===== src/rtl/apu_frame_sequencer_pkg.sv =====
// Shared types and constants for the APU frame sequencer: mode encodings,
// step limits and the per-step event decode.
package apu_frame_pkg;

  localparam int STEP_W = 3;

  typedef enum logic {
    MODE_4STEP = 1'b0,
    MODE_5STEP = 1'b1
  } seq_mode_e;

  localparam logic [STEP_W-1:0] LAST_STEP_4 = 3'd3;
  localparam logic [STEP_W-1:0] LAST_STEP_5 = 3'd4;

  typedef struct packed {
    logic qtr;
    logic hlf;
    logic irq;
  } step_evt_t;

  // Events produced when a given step executes in a given mode
  function automatic step_evt_t decode_step(seq_mode_e mode, logic [STEP_W-1:0] step);
    step_evt_t evt;
    evt = '0;
    case (step)
      3'd0, 3'd2: evt.qtr = 1'b1;
      3'd1: begin
        evt.qtr = 1'b1;
        evt.hlf = 1'b1;
      end
      3'd3: begin
        if (mode == MODE_4STEP) begin
          evt.qtr = 1'b1;
          evt.hlf = 1'b1;
          evt.irq = 1'b1;
        end else begin
          evt = '0;
        end
      end
      3'd4: begin
        if (mode == MODE_5STEP) begin
          evt.qtr = 1'b1;
          evt.hlf = 1'b1;
        end else begin
          evt = '0;
        end
      end
      default: evt = '0;
    endcase
    return evt;
  endfunction

  function automatic logic [STEP_W-1:0] next_step(seq_mode_e mode, logic [STEP_W-1:0] step);
    logic [STEP_W-1:0] last;
    last = (mode == MODE_5STEP) ? LAST_STEP_5 : LAST_STEP_4;
    return (step >= last) ? 3'd0 : step + 3'd1;
  endfunction

endpackage


===== src/rtl/apu_frame_sequencer_if.sv =====
// Configuration inputs and frame-clock outputs of the APU frame sequencer.
interface apu_frame_sequencer_if;
  import apu_frame_pkg::*;

  logic              cfg_we;
  logic              cfg_mode;
  logic              cfg_irq_inhibit;
  logic              irq_ack;
  logic              qtr_pulse;
  logic              hlf_pulse;
  logic              irq;
  logic [STEP_W-1:0] step;

  modport master (
    output cfg_we, cfg_mode, cfg_irq_inhibit, irq_ack,
    input  qtr_pulse, hlf_pulse, irq, step
  );

  modport slave (
    input  cfg_we, cfg_mode, cfg_irq_inhibit, irq_ack,
    output qtr_pulse, hlf_pulse, irq, step
  );
endinterface


===== src/rtl/apu_frame_sequencer_prescaler.sv =====
// Step-rate prescaler: counts 0..PRESCALE-1 and flags the terminal-count cycle.
module frame_prescaler #(
  parameter int PRESCALE = 20,
  parameter int CNT_W    = 5
) (
  input  logic clk,
  input  logic rst,
  input  logic i_clr,
  output logic o_tick
);

  localparam logic [CNT_W-1:0] TC_VAL = CNT_W'(PRESCALE - 1);

  logic [CNT_W-1:0] r_cnt;
  logic             w_tc;

  assign w_tc   = (r_cnt == TC_VAL);
  // A clearing cycle never reports a tick so the caller cannot double-count it
  assign o_tick = w_tc & ~i_clr;

  // Prescaler counter with synchronous clear
  always_ff @(posedge clk or posedge rst) begin
    if (rst) begin
      r_cnt <= '0;
    end else if (i_clr || w_tc) begin
      r_cnt <= '0;
    end else begin
      r_cnt <= r_cnt + CNT_W'(1);
    end
  end

endmodule


===== src/rtl/apu_frame_sequencer.sv =====
// APU frame sequencer: 4/5-step engine producing quarter/half-frame enables
// and the frame IRQ. The IRQ latch exists only when FRAME_IRQ_EN is defined.
module apu_frame_sequencer
  import apu_frame_pkg::*;
#(
  parameter int PRESCALE = 20,
  parameter int CNT_W    = 5
) (
  input  logic                 clk,
  input  logic                 rst,
  apu_frame_sequencer_if.slave bus
);

  logic              w_tick;
  seq_mode_e         r_mode;
  seq_mode_e         w_mode_nxt;
  logic [STEP_W-1:0] r_step;
  logic [STEP_W-1:0] w_step_nxt;
  logic              r_qtr;
  logic              r_hlf;
  logic              w_qtr_nxt;
  logic              w_hlf_nxt;
  logic              w_irq_set;
  step_evt_t         w_evt;

  frame_prescaler #(
    .PRESCALE (PRESCALE),
    .CNT_W    (CNT_W)
  ) u_prescaler (
    .clk    (clk),
    .rst    (rst),
    .i_clr  (bus.cfg_we),
    .o_tick (w_tick)
  );

  // Next-state decode; a config write takes priority over a coincident tick
  always_comb begin
    w_evt      = decode_step(r_mode, r_step);
    w_mode_nxt = r_mode;
    w_step_nxt = r_step;
    w_qtr_nxt  = 1'b0;
    w_hlf_nxt  = 1'b0;
    w_irq_set  = 1'b0;
    if (bus.cfg_we) begin
      w_mode_nxt = seq_mode_e'(bus.cfg_mode);
      w_step_nxt = 3'd0;
      w_qtr_nxt  = bus.cfg_mode;
      w_hlf_nxt  = bus.cfg_mode;
    end else if (w_tick) begin
      w_step_nxt = next_step(r_mode, r_step);
      w_qtr_nxt  = w_evt.qtr;
      w_hlf_nxt  = w_evt.hlf;
      w_irq_set  = w_evt.irq;
    end else begin
      w_step_nxt = r_step;
    end
  end

  // Sequence state and pulse registers
  always_ff @(posedge clk or posedge rst) begin
    if (rst) begin
      r_mode <= MODE_4STEP;
      r_step <= 3'd0;
      r_qtr  <= 1'b0;
      r_hlf  <= 1'b0;
    end else begin
      r_mode <= w_mode_nxt;
      r_step <= w_step_nxt;
      r_qtr  <= w_qtr_nxt;
      r_hlf  <= w_hlf_nxt;
    end
  end

  assign bus.qtr_pulse = r_qtr;
  assign bus.hlf_pulse = r_hlf;
  assign bus.step      = r_step;

`ifdef FRAME_IRQ_EN
  logic r_inhibit;
  logic r_irq;

  // IRQ latch: a step-3 set beats a same-cycle acknowledge
  always_ff @(posedge clk or posedge rst) begin
    if (rst) begin
      r_inhibit <= 1'b0;
      r_irq     <= 1'b0;
    end else begin
      if (bus.cfg_we) begin
        r_inhibit <= bus.cfg_irq_inhibit;
      end else begin
        r_inhibit <= r_inhibit;
      end
      if (w_irq_set && !r_inhibit) begin
        r_irq <= 1'b1;
      end else if (bus.irq_ack || (bus.cfg_we && bus.cfg_irq_inhibit)) begin
        r_irq <= 1'b0;
      end else begin
        r_irq <= r_irq;
      end
    end
  end

  assign bus.irq = r_irq;
`else
  logic w_unused_irq_in;
  assign w_unused_irq_in = bus.cfg_irq_inhibit ^ bus.irq_ack ^ w_irq_set;
  assign bus.irq         = 1'b0;
`endif

endmodule


===== src/flat_wrapper.sv =====
// flat-port wrapper written by rule: the top's interface ports become plain ports
module apu_frame_sequencer_flat import apu_frame_pkg::*;
#(
  parameter int PRESCALE = 20,
  parameter int CNT_W    = 5
)
  (clk, rst, bus_cfg_we, bus_cfg_mode, bus_cfg_irq_inhibit, bus_irq_ack, bus_qtr_pulse, bus_hlf_pulse, bus_irq, bus_step);
  apu_frame_sequencer_if bus_i ();
  input  logic clk;
  input  logic rst;
  input wire logic [$bits(bus_i.cfg_we)-1:0] bus_cfg_we;
  input wire logic [$bits(bus_i.cfg_mode)-1:0] bus_cfg_mode;
  input wire logic [$bits(bus_i.cfg_irq_inhibit)-1:0] bus_cfg_irq_inhibit;
  input wire logic [$bits(bus_i.irq_ack)-1:0] bus_irq_ack;
  output wire logic [$bits(bus_i.qtr_pulse)-1:0] bus_qtr_pulse;
  output wire logic [$bits(bus_i.hlf_pulse)-1:0] bus_hlf_pulse;
  output wire logic [$bits(bus_i.irq)-1:0] bus_irq;
  output wire logic [$bits(bus_i.step)-1:0] bus_step;
  assign bus_i.cfg_we = bus_cfg_we;
  assign bus_i.cfg_mode = bus_cfg_mode;
  assign bus_i.cfg_irq_inhibit = bus_cfg_irq_inhibit;
  assign bus_i.irq_ack = bus_irq_ack;
  assign bus_qtr_pulse = bus_i.qtr_pulse;
  assign bus_hlf_pulse = bus_i.hlf_pulse;
  assign bus_irq = bus_i.irq;
  assign bus_step = bus_i.step;
  apu_frame_sequencer #(.PRESCALE(PRESCALE), .CNT_W(CNT_W)) u_core (.clk(clk), .rst(rst), .bus(bus_i));
endmodule

===== config.mk =====
export PLATFORM = sky130hd
export DESIGN_NAME = apu_frame_sequencer_flat
export DESIGN_NICKNAME = d
export VERILOG_FILES = /design/src/rtl/apu_frame_sequencer_pkg.sv /design/src/rtl/apu_frame_sequencer_if.sv /design/src/rtl/apu_frame_sequencer_prescaler.sv /design/src/rtl/apu_frame_sequencer.sv /design/src/flat_wrapper.sv
export SDC_FILE = /design/constraint.sdc
export NUM_CORES = 1
export LEC_CHECK = 0
export CAP_MARGIN = 10
export CORE_MARGIN = 3
export CORE_UTILIZATION = 37
export CTS_CLUSTER_DIAMETER = 60
export DETAILED_ROUTE_END_ITERATION = 12
export PLACE_DENSITY = 0.71
export SYNTH_ARGS = -nofsm -noshare
export SYNTH_HDL_FRONTEND = slang
export SYNTH_SLANG_ARGS = --single-unit

===== constraint.sdc =====
create_clock -name clk -period 1.3 [get_ports clk]
set_clock_uncertainty 0.05 [all_clocks]
set_input_delay 0.13 -clock clk [delete_from_list [all_inputs] [get_ports clk]]
set_output_delay 0.13 -clock clk [all_outputs]
set_load 0.03 [all_outputs]

==> Word-level counts from Yosys, hierarchy flattened <==
Cells that the tools add are included.
{ "op_classes": {"add_sub_neg": 2, "order_cmp": 1, "n_eq_ne": 5, "muxes": 13, "bitwise": 2, "reduce_logical": 4} }
{ "ops": {"columns": ["op", "count"], "rows": [
  ["two-way mux 3 bit", 5],
  ["== test 3 x 2 -> 1 bit, second input constant", 2],
  ["case mux 1 bit (3 select lines)", 2],
  ["adder 5 x 1 -> 5 bit, second input constant", 1],
  ["== test 5 bit, second input constant", 1],
  ["two-way mux 5 bit", 1],
  ["two-way mux 1 bit", 4],
  ["adder 3 x 1 -> 3 bit, second input constant", 1],
  ["== test 3 x 1 -> 1 bit, second input constant", 1],
  ["== test 3 bit, second input constant", 1],
  ["greater-or-equal comparator 3 bit", 1],
  ["logical NOT 3 bit", 1],
  ["OR reduction 3 bit", 1],
  ["two-way mux 2 bit", 1],
  ["nonzero test 2 bit", 1],
  ["AND 1 bit", 1],
  ["logical OR 1 bit", 1],
  ["NOT 1 bit", 1]
]} }
{ "totals": {"regBits": 11, "inputBits": 6, "wordCells": 32} }

==> Longest topological paths before layout <==
{ "depth": {"ltp_word": 5, "ltp_mapped": 5, "depth_no_buf": 5} }

==> Hierarchy <==
A second synthesis with hierarchy kept.
{ "hier_totals": {"hier_cells": 66, "hier_area_um2": 660.6} }
{ "modules_own_cells": {"columns": ["module", "instances", "cells_each", "area_per_inst_um2"], "rows": [
  ["apu_frame_sequencer", 1, 42, 410.4],
  ["frame_prescaler", 1, 24, 250.2]
]} }

==> Least setup slack after synthesis <==
OpenSTA, ideal clock, no wires.
{ "synth_timing": {"path_type": "register to register", "start": "register u_core.r_step[0], in the netlist u_core.bus.step[0]", "end": "register u_core.r_qtr, in the netlist u_core.bus.qtr_pulse", "setup_ns": 0.127, "arrival_ns": 1.446, "setup_slack_ns": -0.323, "path_stages_with_launch": 6, "n_path_buf": 0, "period_less_slack_ns": 1.623, "path_cell_list": "dfrtp_1 -> ha_1 -> ha_1 -> o211a_1 -> a211oi_1 -> o21ai_0"} }
{ "synth_between": {"elab_chain_len": 5} }
{ "synth_rtl": {"columns": ["element", "line", "rtl"], "rows": [
  ["from (decl)", "apu_frame_sequencer.sv:17", "logic [STEP_W-1:0] r_step;"],
  ["from (signal assigned)", "apu_frame_sequencer.sv:68", "r_step <= w_step_nxt;"],
  ["== test 3 x 2 -> 1 bit (tied with other cells)", "apu_frame_sequencer_pkg.sv:25", "case (step)"],
  ["OR reduction 3 bit (no source line)", null, null],
  ["case mux 1 bit (3 select lines) *", "apu_frame_sequencer_pkg.sv:25", null],
  ["two-way mux 1 bit *", "apu_frame_sequencer.sv:49", "end else if (w_tick) begin"],
  ["two-way mux 1 bit *", "apu_frame_sequencer.sv:44", "if (bus.cfg_we) begin"],
  ["via u_core.w_qtr_nxt", "apu_frame_sequencer.sv:21", "logic w_qtr_nxt;"],
  ["to (signal assigned)", "apu_frame_sequencer.sv:69", "r_qtr <= w_qtr_nxt;"],
  ["to (decl)", "apu_frame_sequencer.sv:19", "logic r_qtr;"]
]} }
The timed path passes the listed nets; every way through them passes the cells marked *.
A chain may end at the register's enable or synchronous reset.

==> Worst setup path in the final report <==
Ends and elaborated chain as after synthesis.

==> results_dict.tcl <==
set metrics [dict create \
    r2r-start "u_core.bus.step[0]" \
    tritoncts "yes" \
    yosysSeqAreaShare_pct 41.4 \
    clk_latency_ps 270 \
    antenna_found_initial 0 \
    grt_pass1_wl_um 2390 \
    grt_usage_pct 13.1 \
    ir_drop_uv 591 \
    port_buffers 8 \
    highest_layer "met4" \
    start_util_pct 41.8 \
    antenna_cells 0 \
    wl_met1_um 531 \
    dieArea_um2 2340 \
    met2_length_um 711 \
    clk_pin_slew_ps 70 \
    final_common_cell "buf_4" \
    hp-class "input port to async pin" \
    route.antenna.remaining_nets 0 \
    end_kind "flop" \
    cp.arrival_ps 1520 \
    fillers 139 \
    die_y_um 48.4 \
    die_x_um 48.4 \
    dr_wl_met3_um 81 \
    place_ws_ps -127 \
    rr_worst_depth 5 \
    period_needed_ps 1410 \
    clockBufferDepth 2 \
    crit_start "u_core.bus.step[0]" \
    vias 542 \
    drtPass1Iterations 4 \
    rr_endpoint "u_core.bus.qtr_pulse" \
    layout_common_cells "buf_4, dfrtp_1, ha_1" \
    maxSlewViolCount 0 \
    power_leakage_nw 0.434 \
    grt_pass1_vias 570 \
    syn_inst 63 \
    max_clock_freq_ghz 0.709 \
    final_nets 102 \
    cp_cell_sequence "ha_4, ha_4, o211a_1, a211oi_2, o21ai_1" \
    gp_congestion 0.768 \
    worst-path-buf-inv 0 \
    status "finished with violations" \
    cts-buffers-inserted 3 \
    vias_per_cell 4.93 \
    cpMostUsedCell "ha_4" \
    syn_nets 78 \
    critPathSlowestCell "dfrtp_2" \
    clock_sinks 11 \
    htreeDepth 1 \
    wl_per_cell_um 12.3 \
    core-area_um2 1590 \
    timing_worst_setup_path_type "flop to flop" \
    clockRootBuffer "clkbuf_4" \
    ys_ff_latch 11 \
    syn-cell-area_um2 666 \
    grt_max_degree 12 \
    hold_buffers 0 \
    worst-r2r-setup-slack_ps -110 \
    p_per_area_nw_per_um2 720 \
    hold-worst-slack_ps 95.8 \
    cp.required_ps 1410 \
    overflow 0 \
    hpwl_um 1110 \
    critical_path.max_fanout 3 \
    ys_types 26 \
    cap_violations 0 \
    synthArstFlopShare_pct 100 \
    layout-drive-gt1-share_pct 39.5 \
    ys.flop_type "dfrtp_1" \
    max_stage_delay_ps 440 \
    drtIter0Drc 12 \
    area.growth.synth_to_final_pct 44.2 \
    violations "negative setup slack" \
    finalWirelength_um 1350 \
    final.period_utilization_pct 108 \
    yosys_warnings 0 \
    rsz0062_at_grt "true" \
    synth_edf_count 0 \
    start_kind "flop" \
    fin_ws_ps -110 \
    avgSynthCellArea_um2 10.6 \
    route.detailed.drc 0 \
    finalHoldViolations 0 \
    ios 12 \
    setup_viol 5 \
    rows 14 \
    path_delay_family "compound AO/OA/AOI/OAI gates" \
]
-- synth_stat cells, types with 2 or more instances --
cell | instances | area, um2
nor2_1 | 4 | 15.0
nor3_1 | 2 | 10.0
nor2b_1 | 2 | 12.5
o21ai_0 | 5 | 25.0
dfrtp_1 | 11 | 275
nand2b_1 | 3 | 18.8
a211oi_1 | 2 | 15.0
a32o_1 | 3 | 30.0
inv_1 | 6 | 22.5
ha_1 | 9 | 113
-- flip-flops by register name, indices dropped and copies added (netlist names) --
| name | flops |
|---|---|
| u_core.bus.hlf_pulse | 1 |
| u_core.u_prescaler.r_cnt | 5 |
| u_core.bus.qtr_pulse | 1 |
| u_core.bus.step | 3 |
| u_core.r_mode | 1 |
-- repair_timing --
action	4_1_cts	5_1_grt
resized for setup	8	5
pin swaps	3	0
setup endpoints to repair	9	9
hold endpoints to repair	0	0
gates cloned	0	0
setup buffers	1	0
-- how the worst max path moves through the flow --
stage               slack, ps              endpoint  depth (start not counted)
floorplan                -190  u_core.bus.hlf_pulse                          5
global placement         -110    u_core.bus.step[1]                          5
detailed placement       -130  u_core.bus.hlf_pulse                          5
CTS                      -120  u_core.bus.qtr_pulse                          5
global route             -170  u_core.bus.hlf_pulse                          5
finish                   -110  u_core.bus.qtr_pulse                          5
-- cells by family (layout without fill, tap and decap cells) --
logic type	count (synthesis)	count (layout)	share of synthesized area, %
AO/OA/AOI/OAI	13	13	14.1
XOR/XNOR	2	2	2.63
adder cells (fa/ha/maj)	9	9	16.9
buffers and inverters	8	31	5.26
flip-flops	11	11	41.4
other	1	1	0.563
AND/OR/NAND/NOR	19	19	19.2
-- layout make-up --
cell class / instances / area (um2) / share of cell area (%)
repair buffers: 21 / 181 / 18.9
inverters: 6 / 22.5 / 2.35
multi-input cells: 44 / 420 / 43.8
well taps: 24 / 30.0 / 3.13
clock buffers: 4 / 26.3 / 2.74
flip-flops and latches: 11 / 279 / 29.1
-- worst register-to-register path, cell delays in order (launching register included) --
cell and delay [ps]:
dfrtp_2 440, ha_4 170, ha_4 150, o211a_1 250, a211oi_2 150, o21ai_1 90
-- routing by layer --
metal | up-vias | track usage, %
met4 | 0 | 6.64
met1 | 258 | 14.5
li1 | 266 | -
met2 | 14 | 21.3
met5 | - | 0
met3 | 4 | 5.52
-- power by group --
part,switching [W],internal [W]
Sequential,0.00000766,0.000356
Clock,0.000114,0.000119
Combinational,0.0000516,0.0000428
-- through the flow --
| step | total power, W | util, % | instances | setup TNS (ps) | instance area [um2] |
|---|---|---|---|---|---|
| global placement | 0.000458 | 56.0 | 105 | -379 | 893 |
| detailed placement | 0.000462 | 56.0 | 105 | -560 | 893 |
| finish | 0.000691 | 60.2 | 110 | -299 | 960 |
| global route | 0.000732 | 60.2 | 110 | -581 | 960 |
| floorplan | 0.000422 | - | 63 | -734 | 711 |
| CTS | 0.000704 | 58.9 | 110 | -385 | 940 |
Power figures use the tool's default switching activity.
